**src/rtl/mini68k_pkg.sv**
```systemverilog
// Shared encodings for the mini68k bus interface unit: transfer sizes, FSM states
// and 68000 function codes.
package mini68k_pkg;

    typedef enum logic [1:0] {
        SZ_BYTE = 2'b00,
        SZ_WORD = 2'b01,
        SZ_LONG = 2'b10
    } size_e;

    typedef enum logic [2:0] {
        ST_IDLE,
        ST_ADDR,
        ST_ASSERT,
        ST_WAIT,
        ST_TERM,
        ST_GRANT,
        ST_EXT
    } state_e;

    localparam logic [2:0] FC_USER_DATA = 3'd1;
    localparam logic [2:0] FC_USER_PROG = 3'd2;
    localparam logic [2:0] FC_SUPV_DATA = 3'd5;
    localparam logic [2:0] FC_SUPV_PROG = 3'd6;
    localparam logic [2:0] FC_INT_ACK   = 3'd7;

endpackage

```
**src/rtl/mini68k_sync.sv**
```systemverilog
// Reset-to-1 flop chain for the asynchronous, active-low bus handshake inputs.
module mini68k_sync #(
    parameter int STAGES = 2
) (
    input  logic clk,
    input  logic rst_n,
    input  logic d_i,
    output logic q_o
);

    logic [STAGES-1:0] ff_q;

    always_ff @(posedge clk) begin
        if (!rst_n) ff_q <= '1;
        else        ff_q <= STAGES'({ff_q, d_i});
    end

    assign q_o = ff_q[STAGES-1];

endmodule

```
**src/rtl/mini68k_bus_unit.sv**
```systemverilog
// 68000-style bus interface unit: core request -> AS/DS/DTACK bus cycles, long splitting
// on a 16-bit bus, bus-error/timeout termination and BR/BG/BGACK arbitration.
module mini68k_bus_unit
    import mini68k_pkg::*;
#(
    parameter int ADDR_W      = 24,
    parameter int DATA_W      = 16,
    parameter int SYNC_STAGES = 2,
    parameter int TIMEOUT_CYC = 255
) (
    input  logic                clk,
    input  logic                rst_n,
    input  logic                req_valid,
    output logic                req_ready,
    input  logic [ADDR_W-1:0]   req_addr,
    input  logic                req_we,
    input  logic [1:0]          req_size,
    input  logic [2:0]          req_fc,
    input  logic [31:0]         req_wdata,
    output logic                rsp_valid,
    output logic [31:0]         rsp_rdata,
    output logic                rsp_berr,
    output logic                rsp_aerr,
    output logic [ADDR_W-1:0]   addr,
    output logic [2:0]          fc,
    output logic                rw,
    output logic                as_n,
    output logic [DATA_W/8-1:0] ds_n,
    output logic [DATA_W-1:0]   data_out,
    input  logic [DATA_W-1:0]   data_in,
    output logic                bus_oe,
    output logic                data_oe,
    input  logic                dtack_n,
    input  logic                berr_n,
    input  logic                br_n,
    output logic                bg_n,
    input  logic                bgack_n
);

    localparam int NL    = DATA_W / 8;
    localparam int OW    = $clog2(NL);
    localparam int CW    = (TIMEOUT_CYC > 0) ? $clog2(TIMEOUT_CYC + 1) : 1;
    localparam bit SPLIT = (DATA_W == 16);

    logic dtack_s, berr_s, br_s, bgack_s;

    mini68k_sync #(.STAGES(SYNC_STAGES)) u_sync_dtack (.clk(clk), .rst_n(rst_n), .d_i(dtack_n), .q_o(dtack_s));
    mini68k_sync #(.STAGES(SYNC_STAGES)) u_sync_berr  (.clk(clk), .rst_n(rst_n), .d_i(berr_n),  .q_o(berr_s));
    mini68k_sync #(.STAGES(SYNC_STAGES)) u_sync_br    (.clk(clk), .rst_n(rst_n), .d_i(br_n),    .q_o(br_s));
    mini68k_sync #(.STAGES(SYNC_STAGES)) u_sync_bgack (.clk(clk), .rst_n(rst_n), .d_i(bgack_n), .q_o(bgack_s));

    state_e            state_q, state_d;
    logic [ADDR_W-1:0] addr_q, addr_d;
    logic [2:0]        fc_q, fc_d;
    logic              rw_q, rw_d;
    logic [1:0]        size_q, size_d;
    logic [31:0]       wdata_q, wdata_d, rdata_q, rdata_d;
    logic              beat_q, beat_d, last_q, last_d;
    logic [CW-1:0]     cnt_q, cnt_d;
    logic              rsp_valid_q, rsp_valid_d, rsp_berr_q, rsp_berr_d, rsp_aerr_q, rsp_aerr_d;

    // Lane geometry of the current beat: nb bytes, placed sh lanes up from lane 0.
    int                nb, sh;
    logic [63:0]       bmask;
    logic [NL-1:0]     lanes;
    logic [31:0]       chunk, rd_piece;
    logic [DATA_W-1:0] wr_lanes;
    logic              long2, misalign, timeout, strobe;

    assign long2 = SPLIT && (size_q == SZ_LONG);

    always_comb begin
        nb = 1;
        if (size_q == SZ_WORD || long2) nb = 2;
        else if (size_q == SZ_LONG)     nb = 4;
        sh       = NL - nb - int'(addr_q[OW-1:0]);
        bmask    = (64'd1 << (8 * nb)) - 64'd1;
        lanes    = NL'((32'd1 << nb) - 32'd1) << sh;
        chunk    = (long2 && !beat_q) ? {16'h0, wdata_q[31:16]} : wdata_q;
        wr_lanes = DATA_W'((64'(chunk) & bmask) << (8 * sh));
        rd_piece = 32'((64'(data_in) >> (8 * sh)) & bmask);
    end

    assign misalign = (req_size == 2'b11)
                   || (req_size == SZ_WORD && req_addr[0])
                   || (req_size == SZ_LONG && (req_addr[0] || (!SPLIT && req_addr[1])));
    assign timeout  = (TIMEOUT_CYC != 0) && (cnt_q == CW'(TIMEOUT_CYC - 1));

    always_comb begin
        state_d     = state_q;
        addr_d      = addr_q;
        fc_d        = fc_q;
        rw_d        = rw_q;
        size_d      = size_q;
        wdata_d     = wdata_q;
        rdata_d     = rdata_q;
        beat_d      = beat_q;
        last_d      = last_q;
        cnt_d       = '0;
        rsp_valid_d = 1'b0;
        rsp_berr_d  = 1'b0;
        rsp_aerr_d  = 1'b0;
        req_ready   = 1'b0;
        case (state_q)
            ST_IDLE: begin
                req_ready = br_s;
                rw_d      = 1'b1;
                if (!br_s) begin
                    state_d = ST_GRANT;
                end else if (req_valid) begin
                    if (misalign) begin
                        rsp_valid_d = 1'b1;
                        rsp_aerr_d  = 1'b1;
                    end else begin
                        state_d = ST_ADDR;
                        addr_d  = req_addr;
                        fc_d    = req_fc;
                        rw_d    = ~req_we;
                        size_d  = req_size;
                        wdata_d = req_wdata;
                        beat_d  = 1'b0;
                    end
                end
            end
            // Hold the address phase until the previous slave has released DTACK.
            ST_ADDR:   if (dtack_s) state_d = ST_ASSERT;
            ST_ASSERT: state_d = ST_WAIT;
            ST_WAIT: begin
                cnt_d = cnt_q + 1'b1;
                if (!berr_s || timeout) begin
                    state_d     = ST_TERM;
                    last_d      = 1'b1;
                    rsp_valid_d = 1'b1;
                    rsp_berr_d  = 1'b1;
                end else if (!dtack_s) begin
                    state_d     = ST_TERM;
                    last_d      = !(long2 && !beat_q);
                    rsp_valid_d = last_d;
                    rdata_d     = (long2 && beat_q) ? {rdata_q[15:0], rd_piece[15:0]} : rd_piece;
                end
            end
            ST_TERM: begin
                if (last_q) begin
                    state_d = ST_IDLE;
                end else begin
                    state_d = ST_ADDR;
                    beat_d  = 1'b1;
                    addr_d  = addr_q + ADDR_W'(2);
                end
            end
            ST_GRANT: begin
                if (!bgack_s)  state_d = ST_EXT;
                else if (br_s) state_d = ST_IDLE;
            end
            ST_EXT:  if (bgack_s && br_s) state_d = ST_IDLE;
            default: state_d = ST_IDLE;
        endcase
    end

    always_ff @(posedge clk) begin
        if (!rst_n) begin
            state_q     <= ST_IDLE;
            addr_q      <= '0;
            fc_q        <= '0;
            rw_q        <= 1'b1;
            size_q      <= SZ_BYTE;
            wdata_q     <= '0;
            rdata_q     <= '0;
            beat_q      <= 1'b0;
            last_q      <= 1'b0;
            cnt_q       <= '0;
            rsp_valid_q <= 1'b0;
            rsp_berr_q  <= 1'b0;
            rsp_aerr_q  <= 1'b0;
        end else begin
            state_q     <= state_d;
            addr_q      <= addr_d;
            fc_q        <= fc_d;
            rw_q        <= rw_d;
            size_q      <= size_d;
            wdata_q     <= wdata_d;
            rdata_q     <= rdata_d;
            beat_q      <= beat_d;
            last_q      <= last_d;
            cnt_q       <= cnt_d;
            rsp_valid_q <= rsp_valid_d;
            rsp_berr_q  <= rsp_berr_d;
            rsp_aerr_q  <= rsp_aerr_d;
        end
    end

    assign strobe    = (state_q == ST_ASSERT) || (state_q == ST_WAIT);
    assign as_n      = ~strobe;
    assign ds_n      = strobe ? ~lanes : '1;
    assign addr      = addr_q;
    assign fc        = fc_q;
    assign rw        = rw_q;
    assign data_out  = wr_lanes;
    assign data_oe   = ~rw_q && (state_q inside {ST_ADDR, ST_ASSERT, ST_WAIT});
    assign bus_oe    = !(state_q inside {ST_GRANT, ST_EXT});
    assign bg_n      = (state_q != ST_GRANT);
    assign rsp_valid = rsp_valid_q;
    assign rsp_rdata = rdata_q;
    assign rsp_berr  = rsp_berr_q;
    assign rsp_aerr  = rsp_aerr_q;

endmodule

```
**config.mk**
```make
export PLATFORM = sky130hd
export DESIGN_NAME = mini68k_bus_unit
export DESIGN_NICKNAME = d
export VERILOG_FILES = /design/src/rtl/mini68k_pkg.sv /design/src/rtl/mini68k_sync.sv /design/src/rtl/mini68k_bus_unit.sv
export SDC_FILE = /design/constraint.sdc
export NUM_CORES = 1
export LEC_CHECK = 0
export CAP_MARGIN = 20
export CORE_MARGIN = 1
export CORE_UTILIZATION = 48
export DETAILED_ROUTE_END_ITERATION = 10
export DONT_BUFFER_PORTS = 1
export PLACE_DENSITY = 0.67
export SLEW_MARGIN = 40
export SYNTH_ARGS = -nofsm -noshare
export SYNTH_HDL_FRONTEND = slang
export SYNTH_SLANG_ARGS = --single-unit
```
**constraint.sdc**
```tcl
create_clock -name clk -period 3.6 [get_ports clk]
set_clock_uncertainty 0.05 [all_clocks]
set_input_delay 0.72 -clock clk [delete_from_list [all_inputs] [get_ports clk]]
set_output_delay 0.72 -clock clk [all_outputs]
set_load 0.05 [all_outputs]
```
==> out/results.ini <==
[drt]
vias_per_cell = 5.86
wl_mm = 14.8
drc = 0
drt_first_pass_iters = 5
antenna_left = 0
vias = 5020
drt_iter0_drc = 317
post_drt_wl_per_cell_um = 17.3

[critical_path]
critPathKind = reg2out
crit_family = adder cells
critPathCaptureType = output pin
cp.depth = 9
critical_path_buf_inv_count = 4
path_max_fanout = 14
start_kind = flop
cpMaxStageDelayCell = ha_1
slowest_delay_ns = 0.36
cp.arrival_ns = 2.53
worstRegToRegCells = 5
path_cells = inv_1, ha_1, inv_1, ha_1, buf_4, nor3_1, nand2_1, o22ai_1, buf_4
crit_required_ns = 2.83

[clock_tree]
clk_latency_ns = 0.41
cts_tree = built
cts.path.max_buffers = 2
postCtsSetupRepairBufs = 0
clk_pin_slew_worst_paths_ns = 0.05
htreeDepth = 4
cts_resized = 0
cts_root_buffer = clkbuf_16
numClockSinks = 118
cts_inserted_buffers = 17
cts_hold_buf = 0

[placed_design]
globalplace.congestion = 0.848
port_buffers = 0
hpwlAfterDp_mm = 10.5
place_inst = 825

[logic_synthesis]
synth_nets = 785
synthSimpleGateAreaFrac_pct = 26.8
syn_inst = 695
ys_seq_elements = 118
muxShareOfSynthArea_pct = 5.16
yosys.area_share.xor_xnor_pct = 1.13
synth_area_um2 = 5430
synth_edf_count = 0
synth-warning-count = 0
ys_async_sr_fraction_pct = 0
synth_fa_ha_area_share_pct = 1.34
synth.distinct_cells = 54
synth_top_family_by_area = simple AND/OR/NAND/NOR gates
synth_compound_area_share_pct = 17.8
synthFlopType = dfxtp_1
synth.avg_cell_area_um2 = 7.81
synth-seq-area-share_pct = 43.5

[sta]
drv_slew = 0
setup_violations = 0
timing.slew.headroom_pct = 50.0
fmax_mhz = 303
timing.final.hold_violations = 0
tightest_slew_ns = 0.744
period_needed_ns = 3.30
finalCritPeriodShare_pct = 91.8
final.setup.tns_ns = 0
grt_setup_unrepaired = false

[floorplanning]
dieWidth_um = 108
die-area_um2 = 11700
core_area_um2 = 10900
ioPinCount = 171
initial_core_util_pct = 49.7
row_count = 38
die_h_um = 108

[layout]
final_cells = 857
drive_gt1_share_pct = 11.4
area_growth_pct = 16.5
nets = 794
mostFrequentLayoutCells = 160 x nand2_1, 118 x dfxtp_1, 98 x a21oi_1, 42 x nand3_1, 38 x buf_4
diodes = 0
layout_commonest_cell = nand2_1

[global_route]
grt_max_degree = 44
grt_pass1_wl_mm = 23.2
first_global_vias = 4729
antenna_found_initial = 0
grt-ovfl-total = 0
grt.total_usage_pct = 25.8

[power_and_ir_drop]
power_switching_uw = 1410
cellPowerDensity_nw_per_um2 = 668
irDropWorstVdd_mv = 0.421
power.internal_uw = 2820
clkPwrFrac_pct = 39.8
switching_share_pct = 33.3
seqPwrFrac_pct = 38.8
combPwrFrac_pct = 21.4
power_leakage_uw = 0.00227

[status]
status = finished clean

[flow_run]
maxCapViolCount = 0

[hold_path]
whs_path_depth = 1
worstHoldPathType = in2reg

[per-stage QoR]
stage / worst slack, ns / power, uW / area (um2) / utilization (%) / hold slack, ns
floorplan: 0.229 / 2340 / 5430 / - / 0.336
global placement: 0.867 / 2540 / 5710 / 52.2 / 0.342
detailed placement: 0.724 / 2570 / 5720 / 52.3 / 0.344
CTS: 0.279 / 4250 / 6320 / 57.8 / 0.314
global route: 0.0442 / 4430 / 6330 / 57.9 / 0.319
finish: 0.295 / 4230 / 6330 / 57.9 / 0.344
[final cells by class]
type / instances / area (um2)
clock inverter: 8 / 95.1
multi-input combinational: 519 / 2870
timing repair buffer: 38 / 285
sequential: 118 / 2360
tap: 140 / 175
fill: 1009 / 4610
inverter: 10 / 37.5
clock buffer: 24 / 502
[metal layers]
layer	vias up	GRT usage, %	wire length [um]
met4	0	11.8	369
met5	-	0	0
met3	30	10.2	1410
met2	211	40.9	6980
li1	2449	-	-
met1	2330	30.6	6080
[flip-flops by register name, summed over array words and instances, names as in the netlist, 2 cells and up]
| signal | flops |
|---|---|
| addr | 24 |
| cnt_q | 8 |
| fc | 3 |
| rsp_rdata | 32 |
| size_q | 2 |
| state_q | 3 |
| u_sync_berr.ff_q | 2 |
| u_sync_bgack.ff_q | 2 |
| u_sync_br.ff_q | 2 |
| u_sync_dtack.ff_q | 2 |
| wdata_q | 32 |
[power groups by stage]
stage	Clock, uW	Combinational (uW)	Sequential [uW]
after floorplan	0	645	1700
after global placement	0	877	1660
after detailed placement	0	903	1660
after CTS	1710	906	1640
after global routing	1780	992	1660
final	1680	906	1640
[final timing paths]
| check | slack [ns] | endpoint | start |
|---|---|---|---|
| worst max register to register | 0.99 | addr[19] | addr[12] |
| worst max-delay path | 0.30 | data_out[10] | size_q[0] |
| worst min register to register | 0.35 | u_sync_berr.ff_q[1] | u_sync_berr.ff_q[0] |
| worst min-delay path | 0.34 | u_sync_bgack.ff_q[0] | rst_n |
[cells in the mapped netlist, drive strengths merged, types with 2 or more instances]
master	instances	area, um2
nand4	8	50.1
o21ai	16	80.1
nand3b	3	22.5
xor2	4	35.0
nor4	3	18.8
and2	6	37.5
buf	14	66.3
mux2i	28	280
or2	2	12.5
and3	7	43.8
nand2b	10	62.6
a21oi	99	499
nor3b	2	26.3
nand3	42	210
a211oi	2	15.0
or3	12	75.1
and4	2	17.5
nand2	160	601
o21a	3	22.5
or3b	2	17.5
nor3	11	55.1
o32ai	8	70.1
xnor2	3	26.3
ha	5	62.6
dfxtp	118	2360
o31a	5	43.8
a22oi	3	22.5
nor2b	5	31.3
o22ai	13	81.3
or4	2	15.0
nor2	34	128
inv	9	33.8
clkbuf	34	128
o211ai	4	30.0
[cell families (layout without fill, tap and decap cells)]
| group | count (synthesis) | in the layout |
|---|---|---|
| compound gates | 165 | 165 |
| xor+xnor | 7 | 7 |
| fa+ha+maj | 6 | 6 |
| buf+inv | 58 | 80 |
| flops | 118 | 118 |
| mux | 28 | 28 |
| simple gates | 313 | 313 |
[worst register-to-register path: stages (launching register included)]
cell	delay (ns)
dfxtp_1	0.72
nand4_1	0.39
nor4_1	0.72
nand4_1	0.21
o31a_1	0.29
o211ai_1	0.16
Note: power is estimated with default switching activity, not from simulation.
==> RTL edit: new RTL, same settings <==
Remove the register `rsp_berr_q`: a continuous assignment takes its place, so the output `rsp_berr` follows one clock earlier.
--- a/src/rtl/mini68k_bus_unit.sv
+++ b/src/rtl/mini68k_bus_unit.sv
@@ -170,7 +170,6 @@
             last_q      <= 1'b0;
             cnt_q       <= '0;
             rsp_valid_q <= 1'b0;
-            rsp_berr_q  <= 1'b0;
             rsp_aerr_q  <= 1'b0;
         end else begin
             state_q     <= state_d;
@@ -184,10 +183,11 @@
             last_q      <= last_d;
             cnt_q       <= cnt_d;
             rsp_valid_q <= rsp_valid_d;
-            rsp_berr_q  <= rsp_berr_d;
             rsp_aerr_q  <= rsp_aerr_d;
         end
     end
+
+    assign rsp_berr_q = rsp_berr_d;
 
     assign strobe    = (state_q == ST_ASSERT) || (state_q == ST_WAIT);
     assign as_n      = ~strobe;
Behaviour: not the same (a bounded check fails within 4 cycles, from zero or initial values and one cycle with rst_n low).
==> RTL edit against the unedited design <==
Fmax down 2.9%. Sequential cell count down 1. Cell area down 0.57%. Worst setup slack worse by 0.097 ns. Routed wire length down 1.8%. Power about the same. Combinational power down 16%. Synthesized area down 1.2%. Largest power group unchanged.
==> RTL edit: results (changes against the unedited design) <==
Bufs on Longest Clock Path 2 (unchanged); vias in the first global route 4,560 (-3.6%); compound-gate portion of the synthesized area 0.189 (+0.0106); met2 WL 7120 µm (+2.1%); Worst path slowest cell nor2_2; DRT Wirelength 14,600 µm (-1.8%); adder-cell share of the synthesized area 0.0135 (+0.000165); top cells by area, synth dfxtp_1 (44%), nand2_1 (8.8%), a21oi_1 (8.8%), mux2i_1 (4.5%), nand3_1 (3.8%); cts repair resizes 4 (+4); outcome finished, final reports clean; Post-Synthesis Cells 684 (-1.6%); P_leak 0.00226 µW (-0.39%); placed cells 807 (-2.2%); worst path arrival time 2.63 ns (+0.10 ns); EDFF count, synth 0 (unchanged); via-per-instance ratio 5.94 (+1.5%); Post-DP HPWL 9860 µm (-5.8%); Final GP Congestion 0.838 (-1.2%); Synth Net Count 774 (-1.4%); mux cell area share after synthesis 0.0448 (-0.00683); Clock Latency Late Sink 0.52 ns (+0.11 ns); Comb group 757 µW (-16%); leading cell types by count after synthesis nand2_1 (126), dfxtp_1 (117), a21oi_1 (94); register area share after synthesis 0.437 (+0.00165); CP max stage delay 0.38 ns (+0.02 ns); clk pwr 1780 µW (+6%); Fillers 998 (-1.1%); first-pass GRT wire length 22,700 µm (-2.1%); Int Power 2850 µW (+1.0%); P per Cell Area 671 mW/mm² (+0.48%); Post-DP Area 0.00563 mm² (-1.7%); layout cells sized above 1 0.126 (+0.0113); WL/cell 17.3 µm (+0.21%); nets 777 (-2.1%); largest net degree at the start of global routing 54 (+23%); pre-CTS setup slack 0.313 ns (-0.411 ns); met1 WL 5840 µm (-3.9%); xor and xnor area share after synthesis 0.0114 (+0.000140); CP Max Fanout 11 (-3); Root Driver clkbuf_8; Tot GR Track Use 0.253 (-0.00446)
-- RTL edit: final cells by class --
cell class,count,area [µm²],area share
multi-input combinational,507,2860,0.454
sequential,117,2340,0.373
clock buffer,23,477,0.0758
timing repair buffer,34,255,0.0406
tap,140,175,0.0278
clock inverter,9,148,0.0235
inverter,10,37.5,0.00597
-- RTL edit: worst paths after layout --
check	cells past startpoint	from	endpoint	slack, ns
max	9	size_q[0]	data_out[5]	0.20
min	1	rst_n	rw	0.22
min reg2reg	1	u_sync_dtack.ff_q[0]	u_sync_dtack.ff_q[1]	0.36
max reg2reg	6	state_q[1]	addr[1]	0.91
-- RTL edit: routing by layer --
metal,vias up,track usage
li1,2416,-
met1,2366,0.290
met2,190,0.423
met3,21,0.104
met4,0,0.0900
met5,-,0
-- RTL edit: critical path, delay by kind of cell (launching register included) --
family / cells / cell delay (ns)
and+or+nand+nor: 4 / 0.88
adders and majority gates: 2 / 0.58
DFF: 1 / 0.33
buffers and inverters: 3 / 0.31
